`config.mk`:
```
export PLATFORM = sky130hd
export DESIGN_NAME = csd2bin_serial
export DESIGN_NICKNAME = d
export VERILOG_FILES = /design/src/rtl/csd2bin_serial_pkg.sv /design/src/rtl/csd_otf_step.sv /design/src/rtl/csd2bin_serial.sv
export SDC_FILE = /design/constraint.sdc
export NUM_CORES = 1
export LEC_CHECK = 0
export CAP_MARGIN = 20
export CORE_UTILIZATION = 29
export DETAILED_ROUTE_END_ITERATION = 10
export PLACE_DENSITY = 0.55
export SLEW_MARGIN = 0
export SYNTH_ARGS = -nofsm -noshare
export SYNTH_HDL_FRONTEND = slang
export SYNTH_SLANG_ARGS = --single-unit
```
`constraint.sdc`:
```
create_clock -name clk -period 4.7 [get_ports clk]
set_clock_uncertainty 0.15 [all_clocks]
set_input_delay 0.94 -clock clk [delete_from_list [all_inputs] [get_ports clk]]
set_output_delay 0.94 -clock clk [all_outputs]
set_load 0.02 [all_outputs]
```
`src/rtl/csd2bin_serial_pkg.sv`:
```
// Shared definitions for the CSD-to-binary serial converter.
package csd2bin_serial_pkg;

  // CSD digit encodings, common to the bin2csd/csd2bin pair
  localparam logic [1:0] CSD_0   = 2'b00;
  localparam logic [1:0] CSD_P1  = 2'b01;
  localparam logic [1:0] CSD_M1  = 2'b10;
  localparam logic [1:0] CSD_ILL = 2'b11;

  typedef enum logic {
    ST_ACCUM = 1'b0,
    ST_HOLD  = 1'b1
  } state_t;

  // True for the two nonzero legal digits; the illegal code counts as zero
  function automatic logic csd_is_nz(input logic [1:0] digit);
    return (digit == CSD_P1) || (digit == CSD_M1);
  endfunction

endpackage

```
`src/rtl/csd_otf_step.sv`:
```
// One on-the-fly conversion step: folds an MSD-first CSD digit into the Q/QM pair.
// Q holds the value so far, QM holds Q-1; neither ever needs a carry chain.
module csd_otf_step
  import csd2bin_serial_pkg::*;
#(
  parameter int unsigned W = 5
) (
  input  logic [W:0] q,
  input  logic [W:0] qm,
  input  logic [1:0] digit,
  output logic [W:0] q_next,
  output logic [W:0] qm_next
);

  // Select shifted Q or QM and append the new LSB; illegal digits act as zero
  always_comb begin
    q_next  = {q[W-1:0], 1'b0};
    qm_next = {qm[W-1:0], 1'b1};
    case (digit)
      CSD_P1: begin
        q_next  = {q[W-1:0], 1'b1};
        qm_next = {q[W-1:0], 1'b0};
      end
      CSD_M1: begin
        q_next  = {qm[W-1:0], 1'b1};
        qm_next = {qm[W-1:0], 1'b0};
      end
      default: begin
        q_next  = {q[W-1:0], 1'b0};
        qm_next = {qm[W-1:0], 1'b1};
      end
    endcase
  end

endmodule

```
`src/rtl/csd2bin_serial.sv`:
```
// Digit-serial CSD to two's complement converter, MSD first, with
// valid/ready handshake on both sides and per-word error flags.
module csd2bin_serial
  import csd2bin_serial_pkg::*;
#(
  parameter int unsigned W = 5
) (
  input  logic         clk,
  input  logic         rst,
  input  logic         in_valid,
  output logic         in_ready,
  input  logic [1:0]   in_digit,
  output logic         out_valid,
  input  logic         out_ready,
  output logic [W:0]   out_y,
  output logic         out_err_ill,
  output logic         out_err_ncan
);

  localparam int unsigned CW      = $clog2(W + 1);
  localparam logic [CW-1:0] LAST  = CW'(W - 1);
  localparam logic [W:0]    Q_INIT  = '0;
  localparam logic [W:0]    QM_INIT = '1;

  state_t        state_q, state_d;
  logic [W:0]    q_q, q_d, qm_q, qm_d;
  logic [CW-1:0] cnt_q, cnt_d;
  logic          prev_nz_q, prev_nz_d;
  logic          ill_q, ill_d, ncan_q, ncan_d;
  logic          out_valid_d, out_err_ill_d, out_err_ncan_d;
  logic [W:0]    out_y_d;

  logic [W:0]    step_q, step_qm;
  logic          take, digit_nz, ill_nx, ncan_nx;

  csd_otf_step #(.W(W)) u_step (
    .q       (q_q),
    .qm      (qm_q),
    .digit   (in_digit),
    .q_next  (step_q),
    .qm_next (step_qm)
  );

  // Ready while accumulating, or while holding if the word leaves this cycle
  assign in_ready = (state_q == ST_ACCUM) || ((state_q == ST_HOLD) && out_ready);
  assign take     = in_valid && in_ready;
  assign digit_nz = csd_is_nz(in_digit);
  assign ill_nx   = ill_q | (in_digit == CSD_ILL);
  assign ncan_nx  = ncan_q | (digit_nz & prev_nz_q);

  // Next-state, datapath and output-register logic
  always_comb begin
    state_d        = state_q;
    q_d            = q_q;
    qm_d           = qm_q;
    cnt_d          = cnt_q;
    prev_nz_d      = prev_nz_q;
    ill_d          = ill_q;
    ncan_d         = ncan_q;
    out_valid_d    = out_valid;
    out_y_d        = out_y;
    out_err_ill_d  = out_err_ill;
    out_err_ncan_d = out_err_ncan;

    if ((state_q == ST_HOLD) && out_ready) begin
      out_valid_d = 1'b0;
      state_d     = ST_ACCUM;
    end

    if (take) begin
      if (cnt_q == LAST) begin
        out_y_d        = step_q;
        out_err_ill_d  = ill_nx;
        out_err_ncan_d = ncan_nx;
        out_valid_d    = 1'b1;
        state_d        = ST_HOLD;
        q_d            = Q_INIT;
        qm_d           = QM_INIT;
        cnt_d          = '0;
        prev_nz_d      = 1'b0;
        ill_d          = 1'b0;
        ncan_d         = 1'b0;
      end else begin
        q_d       = step_q;
        qm_d      = step_qm;
        cnt_d     = cnt_q + CW'(1);
        prev_nz_d = digit_nz;
        ill_d     = ill_nx;
        ncan_d    = ncan_nx;
      end
    end
  end

  // State and output registers with synchronous reset
  always_ff @(posedge clk) begin
    if (rst) begin
      state_q      <= ST_ACCUM;
      q_q          <= Q_INIT;
      qm_q         <= QM_INIT;
      cnt_q        <= '0;
      prev_nz_q    <= 1'b0;
      ill_q        <= 1'b0;
      ncan_q       <= 1'b0;
      out_valid    <= 1'b0;
      out_y        <= '0;
      out_err_ill  <= 1'b0;
      out_err_ncan <= 1'b0;
    end else begin
      state_q      <= state_d;
      q_q          <= q_d;
      qm_q         <= qm_d;
      cnt_q        <= cnt_d;
      prev_nz_q    <= prev_nz_d;
      ill_q        <= ill_d;
      ncan_q       <= ncan_d;
      out_valid    <= out_valid_d;
      out_y        <= out_y_d;
      out_err_ill  <= out_err_ill_d;
      out_err_ncan <= out_err_ncan_d;
    end
  end

endmodule

```
### After elaboration in Yosys (flattened, before gate mapping)

Index checks and enable logic that the tools add are counted.

* bitwise logic cells: 4
* reduce and logical (&&, ||, !) cells: 5
* equality and inequality tests: 4
* add/sub/neg operators: 1
* mux-type cells: 14

Operator list (count)
* 6-bit one-hot mux with 2 select lines: 1
* 5-bit 2-to-1 mux: 2
* 5-bit one-hot mux with 2 select lines: 1
* 1-bit 2-to-1 mux: 9
* 2-bit == test, second input constant: 2
* 3-bit by 1-bit adder with 3-bit output, second input constant: 1
* 3-bit == test, second input constant: 1
* 3-bit 2-to-1 mux: 1
* 2-bit by 1-bit == test with 1-bit output, second input constant: 1
* 1-bit logical AND: 2
* 1-bit logical OR: 2
* 1-bit bitwise OR: 2
* 2-bit AND reduction: 1
* 1-bit bitwise AND: 1
* 1-bit inverter: 1

* input bits: 6
* output and inout bits: 10
* register bits after elaboration: 26
* logic and storage cells: 39

### Depth between registers and ports, before layout

* depth after elaboration: 5
* mapped depth: 6
* gate-level depth less buffers: 5

### By module

A second synthesis with hierarchy kept.

* cells, all modules: 155
* area, all modules: 1441.4 µm²

Modules (own cells, without submodules)
* csd2bin_serial: times used 1, cells each 136, area an instance 1282.5 µm², seq. area each 560.5 µm²
* csd_otf_step: times used 1, cells each 19, area an instance 158.9 µm², seq. area each 0.0 µm²

### Least setup slack after synthesis

OpenSTA, ideal clock, no wires.

* path type: in2out
* start: in out_ready
* end: out in_ready
* stages: 4
* path buffers: 2
* slack: 2.220 ns
* required time: 3.610 ns
* data arrival time: 1.390 ns
* cell sequence: nor2b_2 -> buf_6 -> inv_2 -> buf_6

* longest elaborated chain between the ends: 2

Ends and longest elaborated chain
* start, declared: line csd2bin_serial.sv:14 `input logic out_ready,`
* 1-bit logical AND: line csd2bin_serial.sv:45 `assign in_ready = (state_q == ST_ACCUM) || ((state_q == ST_HOLD) && out_ready);`
* 1-bit logical OR: line csd2bin_serial.sv:45
* end, declared: line csd2bin_serial.sv:11 `output logic in_ready,`

No other way between the ends.

### Worst setup path in the final report

Same ends and word-level chain as after synthesis.

==> impl_metrics.py <==
metrics = {
    "outcome": {
        "status": "finished, final reports clean",
    },
    "power": {
        "power_switching_uw": 100,
        "comb_power_share_pct": 12.9,
        "power.leakage_uw": 0.000483,
        "power_frac_clock_pct": 31.2,
        "p_sw_share_pct": 24.8,
        "ir_drop_uv": 157,
        "powerDensity_nw_per_um2": 290,
        "seqPwrFrac_pct": 55.9,
        "p_int_uw": 305,
    },
    "synth": {
        "ys_top_cells_by_count": "dfxtp_1 (25), a21oi_1 (12), a22oi_1 (9), a22o_1 (7)",
        "ys_warn_count": 0,
        "avgSynthCellArea_um2": 10.2,
        "synth_nets": 130,
        "seq_area_frac_synth_pct": 41.1,
        "yosysTopAreaCellShare_pct": 41.1,
        "synth-seq-cells": 25,
        "synth_edf_count": 0,
        "async_reset_ff_share_pct": 0,
        "netlist_instances": 119,
        "yosysMostFrequentCell": "dfxtp_1",
        "synth_area_um2": 1220,
        "synth.area.top_cells": "dfxtp_1 (41%), a22oi_1 (5.5%), a211oi_2 (5.1%)",
        "yosys.area.top_type": "dfxtp_1",
        "yosysUniqueCellTypes": 33,
        "synth_ff_type": "dfxtp_1",
    },
    "cts": {
        "cts_buffers": 3,
        "cts_hold_buf": 0,
        "post_cts_resized": 0,
        "cts_num_sinks": 25,
        "tritoncts": "built",
        "cts_max_level": 1,
        "clockBufferDepth": 2,
        "postCtsSetupRepairBufs": 0,
        "worst_skew_pair.late_latency_ps": 260,
        "cts_root_buf": "clkbuf_8",
        "clk_pin_slew_worst_paths_ps": 90,
    },
    "critical_path": {
        "critPathKind": "input pin to output pin",
        "start_kind": "input pin",
        "end_kind": "output pin",
        "crit_start": "out_ready",
        "reg2reg_from": "state_q$_SDFF_PP0_",
        "crit_required_ps": 3610,
        "cp.arrival_ps": 2630,
        "rrSetupSlack_ps": 2910,
        "crit_fanout": 18,
    },
    "place": {
        "dp_hpwl_mm": 1.65,
        "gp_congestion": 0.779,
        "pre_cts_ws_ps": 987,
        "io_buffers": 15,
        "place_area_um2": 1360,
    },
    "routing": {
        "drc": 0,
        "wl_mm": 2.42,
        "ant_nets": 0,
        "drt-initial-drc-count": 47,
        "viasPerCell": 5.21,
        "post_drt_wl_per_cell_um": 13.4,
        "vias": 938,
        "firstDrtPassIters": 4,
    },
    "cells_and_area": {
        "stdcell_area_um2": 1400,
        "layout-drive-gt1-share_pct": 13.8,
        "seq_area_um2": 500,
        "diodes": 0,
        "area_growth_pct": 14.9,
        "nFillCells": 413,
        "nets": 142,
        "multiInputGateArea_um2": 614,
    },
    "floorplanning": {
        "fp.dieW_um": 66.8,
        "fp.dieArea_um2": 4470,
        "pin_count": 16,
        "coreArea_um2": 4030,
        "die_y_um": 66.8,
        "rows": 23,
        "initial_core_util_pct": 30.2,
    },
    "grt": {
        "grt_pass1_vias": 875,
        "grt-ovfl-total": 0,
        "grt_pass1_wl_mm": 4.05,
        "track_usage_pct": 12.0,
        "grt_max_degree": 21,
        "antenna_found_initial": 0,
    },
    "timing": {
        "finalHoldViolCount": 0,
        "maxSlewHeadroom_pct": 39.8,
        "fmax_mhz": 268,
        "finalSetupViolCount": 0,
        "setup_tns_ps": 0,
        "fin_crit_ps": 3720,
        "tightestPinTransition_ps": 900,
        "rsz0062_at_grt": "false",
        "setup_ws_ps": 975,
        "maxSlewViolCount": 0,
        "post-route-period-util_pct": 79.2,
    },
    "flow_run": {
        "cap_violations": 0,
    },
    "worst_hold_path": {
        "hp-class": "register to register",
        "worstHoldStart": "state_q$_SDFF_PP0_",
    },
}
==> worst paths after layout <==
| kind | endpoint | cells past startpoint |
|---|---|---|
| worst max-delay path | in_ready | 4 |
| worst min-delay path | out_valid$_SDFF_PP0_ | 1 |
| worst max register to register | q_q[2]$_SDFFE_PP0P_ | 4 |
| worst min register to register | out_valid$_SDFF_PP0_ | 1 |
==> critical path: stages <==
cell and delay, ps:
clkdlybuf4s50_1 450, nor2b_2 390, inv_2 240, clkdlybuf4s50_1 600
==> registers in the layout, indices dropped and copies added (netlist names) <==
register      cells
out_y             6
qm_q              5
q_q               4
cnt_q             3
ill_q             1
ncan_q            1
out_err_ill       1
out_err_ncan      1
out_valid         1
prev_nz_q         1
state_q           1
==> power by group through the flow <==
stage / registers [uW] / logic (uW) / clock network (uW)
2_1_floorplan: 230 / 42.9 / 0
3_3_place_gp: 232 / 51.7 / 0
3_5_place_dp: 232 / 52.7 / 0
4_1_cts: 227 / 52.8 / 130
5_1_grt: 228 / 58.2 / 141
6_report: 227 / 52.4 / 127
==> cell type report <==
type	count	area share (%)
Tap cell	50	4.47
Sequential cell	25	35.7
Timing Repair Buffer	15	10.7
Clock buffer	4	3.22
Multi-Input combinational cell	80	43.9
Inverter	6	1.97
==> cell families (layout without fill, tap and decap cells) <==
logic type	Yosys count	count (layout)	share of synthesized area [%]
mux	1	1	0.821
fa+ha+maj	5	5	5.13
compound gates	52	52	32.0
simple gates	22	22	12.4
flops	25	25	41.1
buf+inv	14	25	8.52
==> placed cells by master, fill, tap and decap left out <==
| cell | synthesis | final |
|---|---|---|
| nor3_1 | 4 | 4 |
| clkbuf_1 | 0 | 1 |
| inv_6 | 1 | 1 |
| nor2_1 | 5 | 5 |
| a31oi_1 | 3 | 3 |
| or2_2 | 1 | 1 |
| nand4b_1 | 1 | 1 |
| clkdlybuf4s50_1 | 0 | 15 |
| a22oi_1 | 9 | 9 |
| a22o_1 | 7 | 7 |
| nand2_1 | 1 | 1 |
| dfxtp_1 | 25 | 25 |
| nor2b_2 | 1 | 1 |
| ha_1 | 5 | 5 |
| o21ai_0 | 4 | 4 |
| a21o_2 | 2 | 2 |
| or2_1 | 1 | 1 |
| inv_2 | 1 | 1 |
| inv_1 | 4 | 4 |
| nand4_1 | 2 | 2 |
| a211oi_2 | 5 | 5 |
| mux2i_1 | 1 | 1 |
| a22o_2 | 1 | 1 |
| a21o_1 | 1 | 1 |
| clkbuf_8 | 1 | 3 |
| nor4b_4 | 1 | 1 |
| a21oi_1 | 12 | 12 |
| and3_2 | 1 | 1 |
| a211oi_1 | 4 | 4 |
| nor2b_1 | 3 | 3 |
| a2bb2oi_1 | 4 | 4 |
| nor3_4 | 1 | 1 |
==> per-stage QoR <==
stage | hold slack [ps] | util [%] | instances | power, uW
after floorplan | 254 | - | 119 | 273
after global placement | 265 | 33.6 | 176 | 283
after detailed placement | 278 | 33.6 | 176 | 284
after CTS | 290 | 34.8 | 180 | 410
after global routing | 337 | 34.8 | 180 | 427
final | 289 | 34.8 | 180 | 406
==> routing by layer <==
| metal | GRT usage (%) | wire length (um) | vias up |
|---|---|---|---|
| met5 | 0 | 0 | - |
| met4 | 2.39 | 10 | 0 |
| met3 | 3.94 | 136 | 2 |
| met2 | 18.6 | 1030 | 30 |
| met1 | 16.2 | 1250 | 438 |
| li1 | - | - | 468 |
Power figures use the tool's default switching activity.
==> RTL edit, RTL diff (config.mk and constraints unchanged) <==
Put one more register stage on the output `out_err_ill`, with the module's reset. The value now appears one clock later. The other outputs are not delayed to match.
--- a/src/rtl/csd2bin_serial.sv
+++ b/src/rtl/csd2bin_serial.sv
@@ -22,4 +22,6 @@
   localparam logic [W:0]    Q_INIT  = '0;
   localparam logic [W:0]    QM_INIT = '1;
+
+  logic out_err_ill_s0;
 
   state_t        state_q, state_d;
@@ -60,5 +62,5 @@
     out_valid_d    = out_valid;
     out_y_d        = out_y;
-    out_err_ill_d  = out_err_ill;
+    out_err_ill_d  = out_err_ill_s0;
     out_err_ncan_d = out_err_ncan;
 
@@ -104,5 +106,5 @@
       out_valid    <= 1'b0;
       out_y        <= '0;
-      out_err_ill  <= 1'b0;
+      out_err_ill_s0 <= 1'b0;
       out_err_ncan <= 1'b0;
     end else begin
@@ -116,6 +118,14 @@
       out_valid    <= out_valid_d;
       out_y        <= out_y_d;
-      out_err_ill  <= out_err_ill_d;
+      out_err_ill_s0 <= out_err_ill_d;
       out_err_ncan <= out_err_ncan_d;
+    end
+  end
+
+  always_ff @(posedge clk) begin
+    if (rst) begin
+      out_err_ill <= '0;
+    end else begin
+      out_err_ill <= out_err_ill_s0;
     end
   end
Function: changed (Yosys sat finds a counterexample within 10 cycles, from zero or initial values and one cycle with rst high).
==> RTL edit against the unedited design <==
- worst setup slack improved by 0.029 ns
- largest cell class unchanged
- sequential share of layout area rose by 0.87 points
- register-to-register slack gained 0.03 ns
- first-iteration DRC count is 4.3% lower
- total power is 15% higher
- critical path depth unchanged
- die area shrank 2.4%
- design area up 1.5%
- final cell count unchanged
- sequential cell count grew 1
- synthesized area fell by 2.5%
- non-clock buffer count stayed put
- largest power group unchanged
- routed wire length increased by 4.2%
==> RTL edit: results (changes against the unedited design) <==
- Antenna violations before repair: 0 (unchanged)
- Arrival time reported for the critical path endpoint: 2.61 ns (-0.02 ns)
- Pin count of the biggest net entering global routing: 22 (+4.8%)
- Post-CTS sizing: 0 (unchanged)
- Fraction of the yosys area taken by sequential cells: 43.8% (+2.7 points)
- Number of search-and-repair iterations in the first detailed-routing pass: 4 (unchanged)
- Wire length of the first global-routing pass: 4.20 mm (+3.8%)
- Clock root cell: clkbuf_8
- Static Leak: 0.510 nW (+5.6%)
- Detailed placer's ending HPWL: 1.77 mm (+7.4%)
- Number of different library cells in the post-synthesis netlist: 31 (-6.1%)
- Worst hold-check path type: flip-flop to flip-flop
- Deepest clock path buffer count: 2 (unchanged)
- Average vias per placed instance: 5.21 (-0.11%)
- Setup Buffers After CTS: 0 (unchanged)
- GP Congestion: 0.781 (+0.22%)
- Total of warnings raised by yosys: 0 (unchanged)
- Number of inserted diodes: 0 (unchanged)
- Hold-fix buffer count after cts: 0 (unchanged)
- Max_slew headroom: 46.1% (+6.3 points)
- First-iteration detailed-routing DRC count: 45 (-4.3%)
- Synthesized netlist net count: 132 (+1.5%)
- Count of buffers inserted at the top-level ports: 15 (unchanged)
- Share of flip-flops with an asynchronous set or reset after synthesis: 0% (unchanged)
- Leading registers by flop count: out_y x6, qm_q x5, q_q x4
- Count of pins over their slew limit: 0 (unchanged)
- Latest clock arrival within the worst-skew pair: approximately 0.27 ns
- Number of nets in the layout: 144 (+1.4%)
- Count of H-tree levels built during CTS: 1 (unchanged)
- Layout cell share with drive strength beyond 1: 7.58% (-6.3 points)
- Reg clk slew, reported paths: 0.09 ns (about the same)
- Inserted Clock Buffers: 3 (unchanged)
- Total global routing track utilization: 12.6% (+0.62 points)
- Result of the run: finished, final reports clean
- Synth area leaders: dfxtp_1 44%, a22o_1 5.9%, a22oi_1 5.7%
- Worst vdd ir: 216 uV (+37%)
- Fill count: 403 (-2.4%)
- Cell area after placement: 1350 um^2 (-0.37%)
- DRT Wirelength: 2.52 mm (+4.2%)
- Commonest cells in the netlist: 26 x dfxtp_1, 11 x a21oi_1, 9 x a22oi_1, 8 x a211oi_1, 8 x a22o_1
- Highest fanout seen on the critical path: 17 (-1)
- Number of global-route vias before repair: 885 (+1.1%)
==> RTL edit: changes by cell type in the layout (fill, tap and decap cells not counted), sizes merged <==
| cell | delta |
|---|---|
| a211oi | -1 |
| a21oi | -1 |
| bufinv | +1 |
| clkbuf | -1 |
| dfxtp | +1 |
| mux2 | +1 |
| nor2 | +1 |
| nor2b | +1 |
==> RTL edit: cell type report <==
class | instances | area share (%)
clock buffer | 3 | 2.90
clock inverter | 1 | 2.11
inverter | 6 | 1.58
multi-input combinational | 81 | 42.0
sequential | 26 | 36.6
tap | 48 | 4.23
timing repair buffer | 15 | 10.6
==> RTL edit: report_power, final <==
group	switching, mW	total, mW	leakage [nW]	internal [mW]
sequential	0.00701	0.235	0.212	0.228
combinational	0.0263	0.0506	0.263	0.0243
clock	0.0678	0.182	0.0357	0.114
total	0.101	0.468	0.510	0.366
==> RTL edit: critical path: stages <==
cell and delay [ns]:
clkdlybuf4s50_1 0.45, nor2b_2 0.38, inv_2 0.23, clkdlybuf4s50_1 0.59
==> RTL edit: cells by family (layout without fill, tap and decap cells) <==
kind of cell	after synthesis	count (layout)	synth area share, %
buffers and inverters	14	25	6.00
muxes	2	2	2.10
adders and majority gates	5	5	5.26
AOI/OAI and AO/OA	50	50	29.4
DFF	26	26	43.8
and+or+nand+nor	24	24	13.5
==> RTL edit: stage by stage <==
step | power (mW) | utilization (%) | worst slack [ns] | hold slack (ns) | std cells
after global placement | 0.290 | 35.5 | 1.02 | 0.272 | 176
after floorplan | 0.277 | - | 2.20 | 0.255 | 121
after CTS | 0.474 | 37.4 | 0.992 | 0.293 | 180
after global routing | 0.490 | 37.4 | 0.904 | 0.339 | 180
final | 0.468 | 37.4 | 1.00 | 0.286 | 180
after detailed placement | 0.291 | 35.5 | 0.999 | 0.279 | 176
==> RTL edit: worst paths after layout <==
| path | startpoint | end | slack (ns) | cells after the start |
|---|---|---|---|---|
| setup / recovery | out_ready | in_ready | 1.00 | 4 |
| hold reg to reg | state_q | out_valid | 0.29 | 1 |
| setup reg to reg | state_q | q_q[1] | 2.94 | 4 |
| hold / removal | state_q | out_valid | 0.29 | 1 |
==> RTL edit: routing by layer <==
layer  GRT usage, %  wire length, um  up-vias
li1               -                -      476
met2           19.8             1140       11
met5              0                0        -
met3           3.62               60        2
met4           1.60               16        0
met1           17.6             1310      448
